==> src/rtl/result_bcd_converter.sv <==
// Signed 8-bit result word to sign + 3-digit BCD converter.
// The magnitude is converted with one shift-and-add-3 (double-dabble) iteration per clock.
module result_bcd_converter (
    input  logic       clk,
    input  logic       rst,
    input  logic       start,
    input  logic [7:0] value,
    output logic       busy,
    output logic       done,
    output logic       sign,
    output logic [3:0] bcd_hundreds,
    output logic [3:0] bcd_tens,
    output logic [3:0] bcd_ones
);

    typedef enum logic {
        IDLE,
        SHIFT
    } state_t;

    state_t      state;
    state_t      state_next;
    logic [19:0] dd;
    logic [19:0] dd_adj;
    logic [19:0] dd_step;
    logic [2:0]  iter;
    logic        sign_cap;
    logic        last;
    logic [7:0]  mag;

    assign last = (iter == 3'd7);
    // -128 negates to 8'h80, which is exactly the unsigned magnitude 128
    assign mag  = value[7] ? (~value + 8'd1) : value;

    always_ff @(posedge clk) begin
        if (rst) begin
            state <= IDLE;
        end else begin
            state <= state_next;
        end
    end

    always_comb begin
        state_next = state;
        case (state)
            IDLE:    if (start) state_next = SHIFT;
            SHIFT:   if (last)  state_next = IDLE;
            default: state_next = IDLE;
        endcase
    end

    always_comb begin
        dd_adj = dd;
        for (int unsigned i = 0; i < 3; i++) begin
            if (dd_adj[8 + 4*i +: 4] >= 4'd5) begin
                dd_adj[8 + 4*i +: 4] = dd_adj[8 + 4*i +: 4] + 4'd3;
            end
        end
        dd_step = dd_adj << 1;
    end

    always_ff @(posedge clk) begin
        if (rst) begin
            dd           <= '0;
            iter         <= '0;
            sign_cap     <= 1'b0;
            busy         <= 1'b0;
            done         <= 1'b0;
            sign         <= 1'b0;
            bcd_hundreds <= '0;
            bcd_tens     <= '0;
            bcd_ones     <= '0;
        end else begin
            done <= 1'b0;
            case (state)
                IDLE: begin
                    if (start) begin
                        sign_cap <= value[7];
                        dd       <= {12'd0, mag};
                        iter     <= '0;
                        busy     <= 1'b1;
                    end
                end
                SHIFT: begin
                    dd   <= dd_step;
                    iter <= iter + 3'd1;
                    if (last) begin
                        bcd_hundreds <= dd_step[19:16];
                        bcd_tens     <= dd_step[15:12];
                        bcd_ones     <= dd_step[11:8];
                        sign         <= sign_cap;
                        done         <= 1'b1;
                        busy         <= 1'b0;
                    end
                end
                default: ;
            endcase
        end
    end

endmodule

==> config.mk <==
export PLATFORM = sky130hd
export DESIGN_NAME = result_bcd_converter
export DESIGN_NICKNAME = d
export VERILOG_FILES = /design/src/rtl/result_bcd_converter.sv
export SDC_FILE = /design/constraint.sdc
export NUM_CORES = 1
export LEC_CHECK = 0
export BUFFER_PORTS_ARGS = -buffer_cell sky130_fd_sc_hd__buf_2
export CAP_MARGIN = 15
export CELL_PAD_IN_SITES_DETAIL_PLACEMENT = 0
export CELL_PAD_IN_SITES_GLOBAL_PLACEMENT = 1
export CORE_ASPECT_RATIO = 1.2
export CORE_MARGIN = 1.5
export CORE_UTILIZATION = 35
export DETAILED_ROUTE_END_ITERATION = 8
export HOLD_SLACK_MARGIN = 0.1
export PLACE_DENSITY_LB_ADDON = 0.2
export SLEW_MARGIN = 5
export SYNTH_ARGS = -nofsm -noshare
export SYNTH_HDL_FRONTEND = slang
export SYNTH_SLANG_ARGS = --single-unit
export TNS_END_PERCENT = 1
==> constraint.sdc <==
create_clock -name clk -period 4.4 [get_ports clk]
set_input_delay 0.44 -clock clk [delete_from_list [all_inputs] [get_ports clk]]
set_output_delay 0.44 -clock clk [all_outputs]
set_load 0.02 [all_outputs]
-- Word-level counts from Yosys, hierarchy flattened
Cells that the tools add are included.
- add/subtract/negate cells: 5
- magnitude comparators: 3
- equal/unequal tests: 3
- mux-type cells: 15
- bitwise operators: 2
- reductions and logical operators: 4
- operators by type and width (cell ; count):
    $pmux W20 S2 ; 1
    $mux W20 ; 1
    $ge A4 B3 Y1 const B ; 3
    $add A4 B2 Y4 const B ; 2
    $add A8 B1 Y8 const B ; 1
    $mux W4 ; 2
    $mux W8 ; 1
    $not A8 Y8 ; 1
    $mux W3 ; 2
    $pmux W3 S2 ; 1
    $reduce_and A2 Y1 ; 3
    $mux W1 ; 5
    $pmux W1 S2 ; 2
    $add A3 B1 Y3 const B ; 1
    $add A3 B2 Y3 const B ; 1
    $eq A3 B3 Y1 const B ; 1
    $ne A2 B1 Y1 const B ; 1
    $ne A2 B2 Y1 const B ; 1
    $reduce_or A2 Y1 ; 1
    $not A1 Y1 ; 1
- bits in registers: 40
- input bits: 11
- output and inout bits: 15
- word-level logic and storage cells: 42

-- Longest topological paths before layout
- word-level depth: 5
- gate-level depth with buffers: 6
- mapped depth without buffers: 6

-- Worst setup path after synthesis
OpenSTA, ideal clock, no wires.
- path type: reg-to-reg
- start point: register dd[16]
- end point: register dd[18]
- library setup time: 0.074 ns
- arrival time: 1.450 ns
- required time: 4.326 ns
- setup slack: 2.875 ns
- stages on the path, launching flop included: 7
- path buffers: 0
- period minus slack after synthesis: 1.525 ns
- cells stage by stage: dfxtp_1 inv_1 ha_1 nand2b_1 a21oi_1 mux2_2 o21ai_0
- longest elaborated chain between the ends: 3
- elaborated cells on any way between the ends: 4
- those cells by class: add/sub (1); order compare (1); mux (2)
- ends and longest elaborated chain (element ; RTL line ; text):
    start: declaration ; 23 ; logic [19:0] dd;
    start signal: assignment ; 79 ; dd <= {12'd0, mag};
    start signal: assignment ; 85 ; dd <= dd_step;
    $ge A4 B3 Y1 or $add A3 B2 Y3 (tied branches) ; 55, 56 ;
    $mux W3 * ; 55 ; if (dd_adj[8 + 4*i +: 4] >= 4'd5) begin
    $pmux W20 S2 * ; 75 ; case (state)
Mark *: on every way between the ends. The rest lies on a longest branch, timed or not.
A chain may end at the register's enable or synchronous reset.

-- Final worst setup path
- start point: register iter[0]
- end point: register bcd_hundreds[1]
- longest elaborated chain between the ends: 2
- ends and longest elaborated chain (element ; RTL line ; text):
    start: declaration ; 26 ; logic [2:0] iter;
    start signal: assignment ; 86 ; iter <= iter + 3'd1;
    $eq A3 B3 Y1 ; 31 ; assign last = (iter == 3'd7);
    via last ; 28 ; logic last;
    $reduce_and A2 Y1 (no line) ; -- ;
    end signal: assignment ; 88 ; bcd_hundreds <= dd_step[19:16];
    end: declaration ; 11 ; output logic [3:0] bcd_hundreds,
The timed path passes the listed nets, and every way through them passes these cells.

==> impl_summary.txt <==
----------------------------------------------------
[Critical path]
  Crit Path Category ... register to register
  Worst-path cell with the longest stage delay ... sky130_fd_sc_hd__a21oi_1
  Required time of the critical path ... 4600 ps
  Depth of the worst register-to-register path ... 6
  Top delay family on crit path ... compound AO/OA/AOI/OAI gates
  Reg2Reg Capture Point ... bcd_hundreds[1]
  Maximum fanout along the worst path ... 8
  Startpoint type of the worst setup path ... register
  Crit path cell chain ... ha_1 > ha_1 > a21oi_1 > buf_4 > nand2_1 > o21ai_0
  Arrival time of data at the critical path endpoint ... 2010 ps
  Cell type with the highest occurrence count on the critical path ... sky130_fd_sc_hd__ha_1
  Crit path largest cell delay ... 570 ps
  Number of buffer and inverter stages on the critical path ... 1
  Reg-to-reg slack, setup ... 2590 ps
  Worst setup EP type ... register
  Worst r2r src ... iter[0]

[Min path]
  Worst min-delay path startpoint ... bcd_tens[3]
  Tightest Hold Check Type ... register to register
  WHS Endpoint ... bcd_tens[3]
  Hold path cells ... 2

[STA]
  Number of max-slew violations in the final report ... 0
  Final Setup Violations ... 0
  Minimum clock period after layout ... 1812 ps
  Measured slew at the worst slew-check pin ... 677.1 ps
  Headroom to the max-slew limit ... 54.86%
  RSZ-0062 raised after global routing ... false
  Count of final hold-check violations ... 0
  F_max ... 551.7 MHz
  Summed negative setup slack over all endpoints ... 0 ps
  Final clock period utilization by the worst path ... 41.19%
  Final setup skew ... 8.835 ps

[Routing]
  Via total after detailed routing ... 1577
  Detailed-route wire length per cell ... 13.33 um
  WL final ... 4039 um
  DRT antenna net count ... 0
  Detailed Routing Iterations Pass 1 ... 4
  Violation count after the first detailed-routing iteration ... 92
  Residual DRC ... 0
  Ratio of routed vias to standard cells ... 5.205

[Layout]
  Synthesis-to-layout area growth ... 14.30%
  Fin area ... 2141 um^2
  Net total in the final layout ... 260
  Number of filler instances in the final layout ... 573
  Layout cell share with drive strength beyond 1 ... 17.01%
  Share of the core filled with cells ... 40.97%
  Total inserted antenna cells ... 0

[Yosys]
  Seq/Total Area, Yosys ... 42.75%
  Synth top area share ... 42.75%
  Number of enable-type register cells in the synthesized netlist ... 0
  Syn_nets ... 236
  Dominant synthesized flop cell ... sky130_fd_sc_hd__dfxtp_1
  Biggest area contributors in the synthesized netlist ... sky130_fd_sc_hd__dfxtp_1 43%, sky130_fd_sc_hd__a21oi_1 6.4%, sky130_fd_sc_hd__o21ai_0 6.4%
  Number of distinct library cells after synthesis ... 39
  Mean Syn Cell Area ... 8.672 um^2
  Combined area of all synthesized cells ... 1873 um^2
  Synthesis-stage register bit count ... 40
  Yosys warns ... 0
  Post-synthesis cell type with the largest combined area ... sky130_fd_sc_hd__dfxtp_1
  Cell count after synthesis ... 216
  Post-synthesis async set-or-reset flop share ... 0%

[Placement]
  Total placed instance area ... 2051 um^2
  Final HPWL DP ... 2842 um
  Placer's final routability congestion estimate ... 0.7681
  Count of port buffers added during placement ... 25

[Clock tree]
  Clock latency on the worst-skew pair ... 290 ps
  Number of clock buffers inserted by TritonCTS ... 5
  Hold bufs inserted after CTS ... 0
  CTS sink count ... 40
  Root Buffer Master ... sky130_fd_sc_hd__clkbuf_8
  H-tree depth ... 2
  Clock slew at reported path FFs ... 70 ps
  # Post-CTS Setup Buffers ... 0
  TritonCTS clock tree ... built
  Gates resized, CTS repair ... 0
  Maximum root-to-sink buffer count ... 2

[Floorplan]
  Die Wd ... 69.78 um
  Die span in y ... 83.14 um
  Number of top-level design ports ... 26
  Die area ... 5801 um^2
  Initial core utilization ... 35.85%
  Core Region ... 5225 um^2
  Number of placement rows ... 29

[Global route]
  Largest net degree at the start of global routing ... 26
  First-pass GRT wire length ... 7086 um
  Total grt overflow ... 0
  Overall track demand over capacity in global routing ... 15.25%
  Number of global-route vias before repair ... 1525
  Number of antenna violations at the first check in global routing ... 0

[Power]
  Worst vdd ir ... 157.5 uV
  Total leakage power ... 0.8290 nW
  Power density normalized to cell area ... 316.3 nW/um^2

[Status]
  Run status ... completed

[Run]
  Max-cap check violation count ... 0

----------------------------------------------------
==> state kept, by name (all words and copies together), names as in the netlist <==
register	flops
dd	20
done	1
bcd_ones	4
sign_cap	1
bcd_tens	4
iter	3
busy	1
sign	1
bcd_hundreds	4
state	1
==> power breakdown <==
group	total [W]	switching (W)	internal (W)
clock network	0.000247	0.000119	0.000128
registers	0.000377	0.00000752	0.000370
logic	0.0000530	0.0000322	0.0000208
==> worst reg2reg max path, cell delays in order, from the launching register on <==
cell,delay [ps]
sky130_fd_sc_hd__dfxtp_1,330
sky130_fd_sc_hd__ha_1,200
sky130_fd_sc_hd__ha_1,210
sky130_fd_sc_hd__a21oi_1,570
sky130_fd_sc_hd__buf_4,290
sky130_fd_sc_hd__nand2_1,70
sky130_fd_sc_hd__o21ai_0,70
==> metal layers <==
layer	vias to the layer above	global-route usage, %	share of wire [%]
li1	816	-	-
met1	722	19.10	46
met2	33	24.94	48
met3	6	4.005	4.0
met4	0	5.944	1.4
met5	-	0	0
==> synth_stat cells (2+ instances only) <==
| master | instances |
|---|---|
| sky130_fd_sc_hd__and3_1 | 2 |
| sky130_fd_sc_hd__o311ai_0 | 2 |
| sky130_fd_sc_hd__buf_1 | 2 |
| sky130_fd_sc_hd__clkbuf_1 | 6 |
| sky130_fd_sc_hd__nor2b_1 | 2 |
| sky130_fd_sc_hd__nand2b_1 | 4 |
| sky130_fd_sc_hd__buf_2 | 2 |
| sky130_fd_sc_hd__nor3_1 | 4 |
| sky130_fd_sc_hd__or3_1 | 2 |
| sky130_fd_sc_hd__mux2_2 | 3 |
| sky130_fd_sc_hd__ha_1 | 9 |
| sky130_fd_sc_hd__a22o_1 | 2 |
| sky130_fd_sc_hd__o21ai_0 | 24 |
| sky130_fd_sc_hd__nand3_1 | 6 |
| sky130_fd_sc_hd__nor3b_1 | 13 |
| sky130_fd_sc_hd__mux2i_1 | 4 |
| sky130_fd_sc_hd__nand3b_1 | 7 |
| sky130_fd_sc_hd__a21oi_1 | 24 |
| sky130_fd_sc_hd__xnor2_1 | 4 |
| sky130_fd_sc_hd__dfxtp_1 | 40 |
| sky130_fd_sc_hd__nor2_1 | 11 |
| sky130_fd_sc_hd__nand2_1 | 17 |
| sky130_fd_sc_hd__inv_1 | 10 |
==> logic make-up (layout without fill, tap and decap cells) <==
logic type      after synthesis  count (layout)  share of synthesized area [%]
simple gates                 73              73                          21.84
compound gates               61              61                          18.77
flops                        40              40                          42.75
buf+inv                      21              46                          4.342
fa+ha+maj                     9               9                          6.012
mux                           7               7                          3.941
xor+xnor                      5               5                          2.338
==> how the worst max path moves through the flow <==
stage	start	to	cells past startpoint
floorplan	dd[16]	dd[18]	6
finish	iter[0]	bcd_hundreds[1]	6
CTS	iter[0]	bcd_hundreds[1]	6
global placement	rst	sign	5
global route	state	dd[6]	4
detailed placement	rst	sign	5
==> final cells by class <==
class / count / area, um^2 / share of cell area, %
clock buffers: 8 / 90.09 / 4.208
flip-flops and latches: 40 / 800.8 / 37.41
repair buffers: 27 / 140.1 / 6.546
multi-input cells: 155 / 991.0 / 46.29
inverters: 11 / 41.29 / 1.929
well taps: 62 / 77.57 / 3.624
==> placed cells by master, fill, tap and decap left out <==
cell | synthesis | final
sky130_fd_sc_hd__inv_2 | 1 | 1
sky130_fd_sc_hd__or4_2 | 1 | 1
sky130_fd_sc_hd__a21oi_1 | 24 | 24
sky130_fd_sc_hd__xnor2_1 | 4 | 4
sky130_fd_sc_hd__mux2i_1 | 4 | 4
sky130_fd_sc_hd__a41oi_1 | 1 | 1
sky130_fd_sc_hd__o221ai_1 | 1 | 1
sky130_fd_sc_hd__nor3b_1 | 13 | 13
sky130_fd_sc_hd__o41ai_1 | 1 | 1
sky130_fd_sc_hd__nand2b_1 | 4 | 4
sky130_fd_sc_hd__o21a_1 | 1 | 1
sky130_fd_sc_hd__clkbuf_1 | 6 | 2
sky130_fd_sc_hd__buf_4 | 0 | 2
sky130_fd_sc_hd__dfxtp_1 | 40 | 40
sky130_fd_sc_hd__nor2b_1 | 2 | 2
sky130_fd_sc_hd__or3b_2 | 1 | 1
sky130_fd_sc_hd__mux2_2 | 3 | 3
sky130_fd_sc_hd__o31ai_1 | 1 | 1
sky130_fd_sc_hd__or4b_2 | 1 | 1
sky130_fd_sc_hd__a22o_1 | 2 | 2
sky130_fd_sc_hd__ha_1 | 9 | 9
sky130_fd_sc_hd__xor2_1 | 1 | 1
sky130_fd_sc_hd__and3_1 | 2 | 2
sky130_fd_sc_hd__nor3_1 | 4 | 4
sky130_fd_sc_hd__nand3b_1 | 7 | 7
sky130_fd_sc_hd__nor2_1 | 11 | 11
sky130_fd_sc_hd__a311o_1 | 1 | 1
sky130_fd_sc_hd__o21ai_0 | 24 | 24
sky130_fd_sc_hd__or3_1 | 2 | 2
sky130_fd_sc_hd__a211o_1 | 1 | 1
sky130_fd_sc_hd__nand4_1 | 1 | 1
sky130_fd_sc_hd__inv_1 | 10 | 10
sky130_fd_sc_hd__o2111ai_1 | 1 | 1
sky130_fd_sc_hd__buf_2 | 2 | 25
sky130_fd_sc_hd__clkbuf_8 | 0 | 6
sky130_fd_sc_hd__or3_2 | 1 | 1
sky130_fd_sc_hd__nand2_1 | 17 | 17
sky130_fd_sc_hd__o311ai_0 | 2 | 2
sky130_fd_sc_hd__a211oi_1 | 1 | 1
sky130_fd_sc_hd__nand3_1 | 6 | 6
==> stage by stage <==
| stage | hold slack [ps] | total power, W | cells | setup WS, ps |
|---|---|---|---|---|
| floorplan | 432.2 | 0.0004201 | 216 | 2875 |
| global placement | 431.0 | 0.0004392 | 295 | 2505 |
| detailed placement | 441.4 | 0.0004395 | 295 | 2478 |
| CTS | 437.9 | 0.0006900 | 303 | 2554 |
| global route | 459.6 | 0.0007126 | 303 | 2415 |
| finish | 452.3 | 0.0006771 | 303 | 2588 |
No activity file was read; power rests on OpenSTA's default activity.
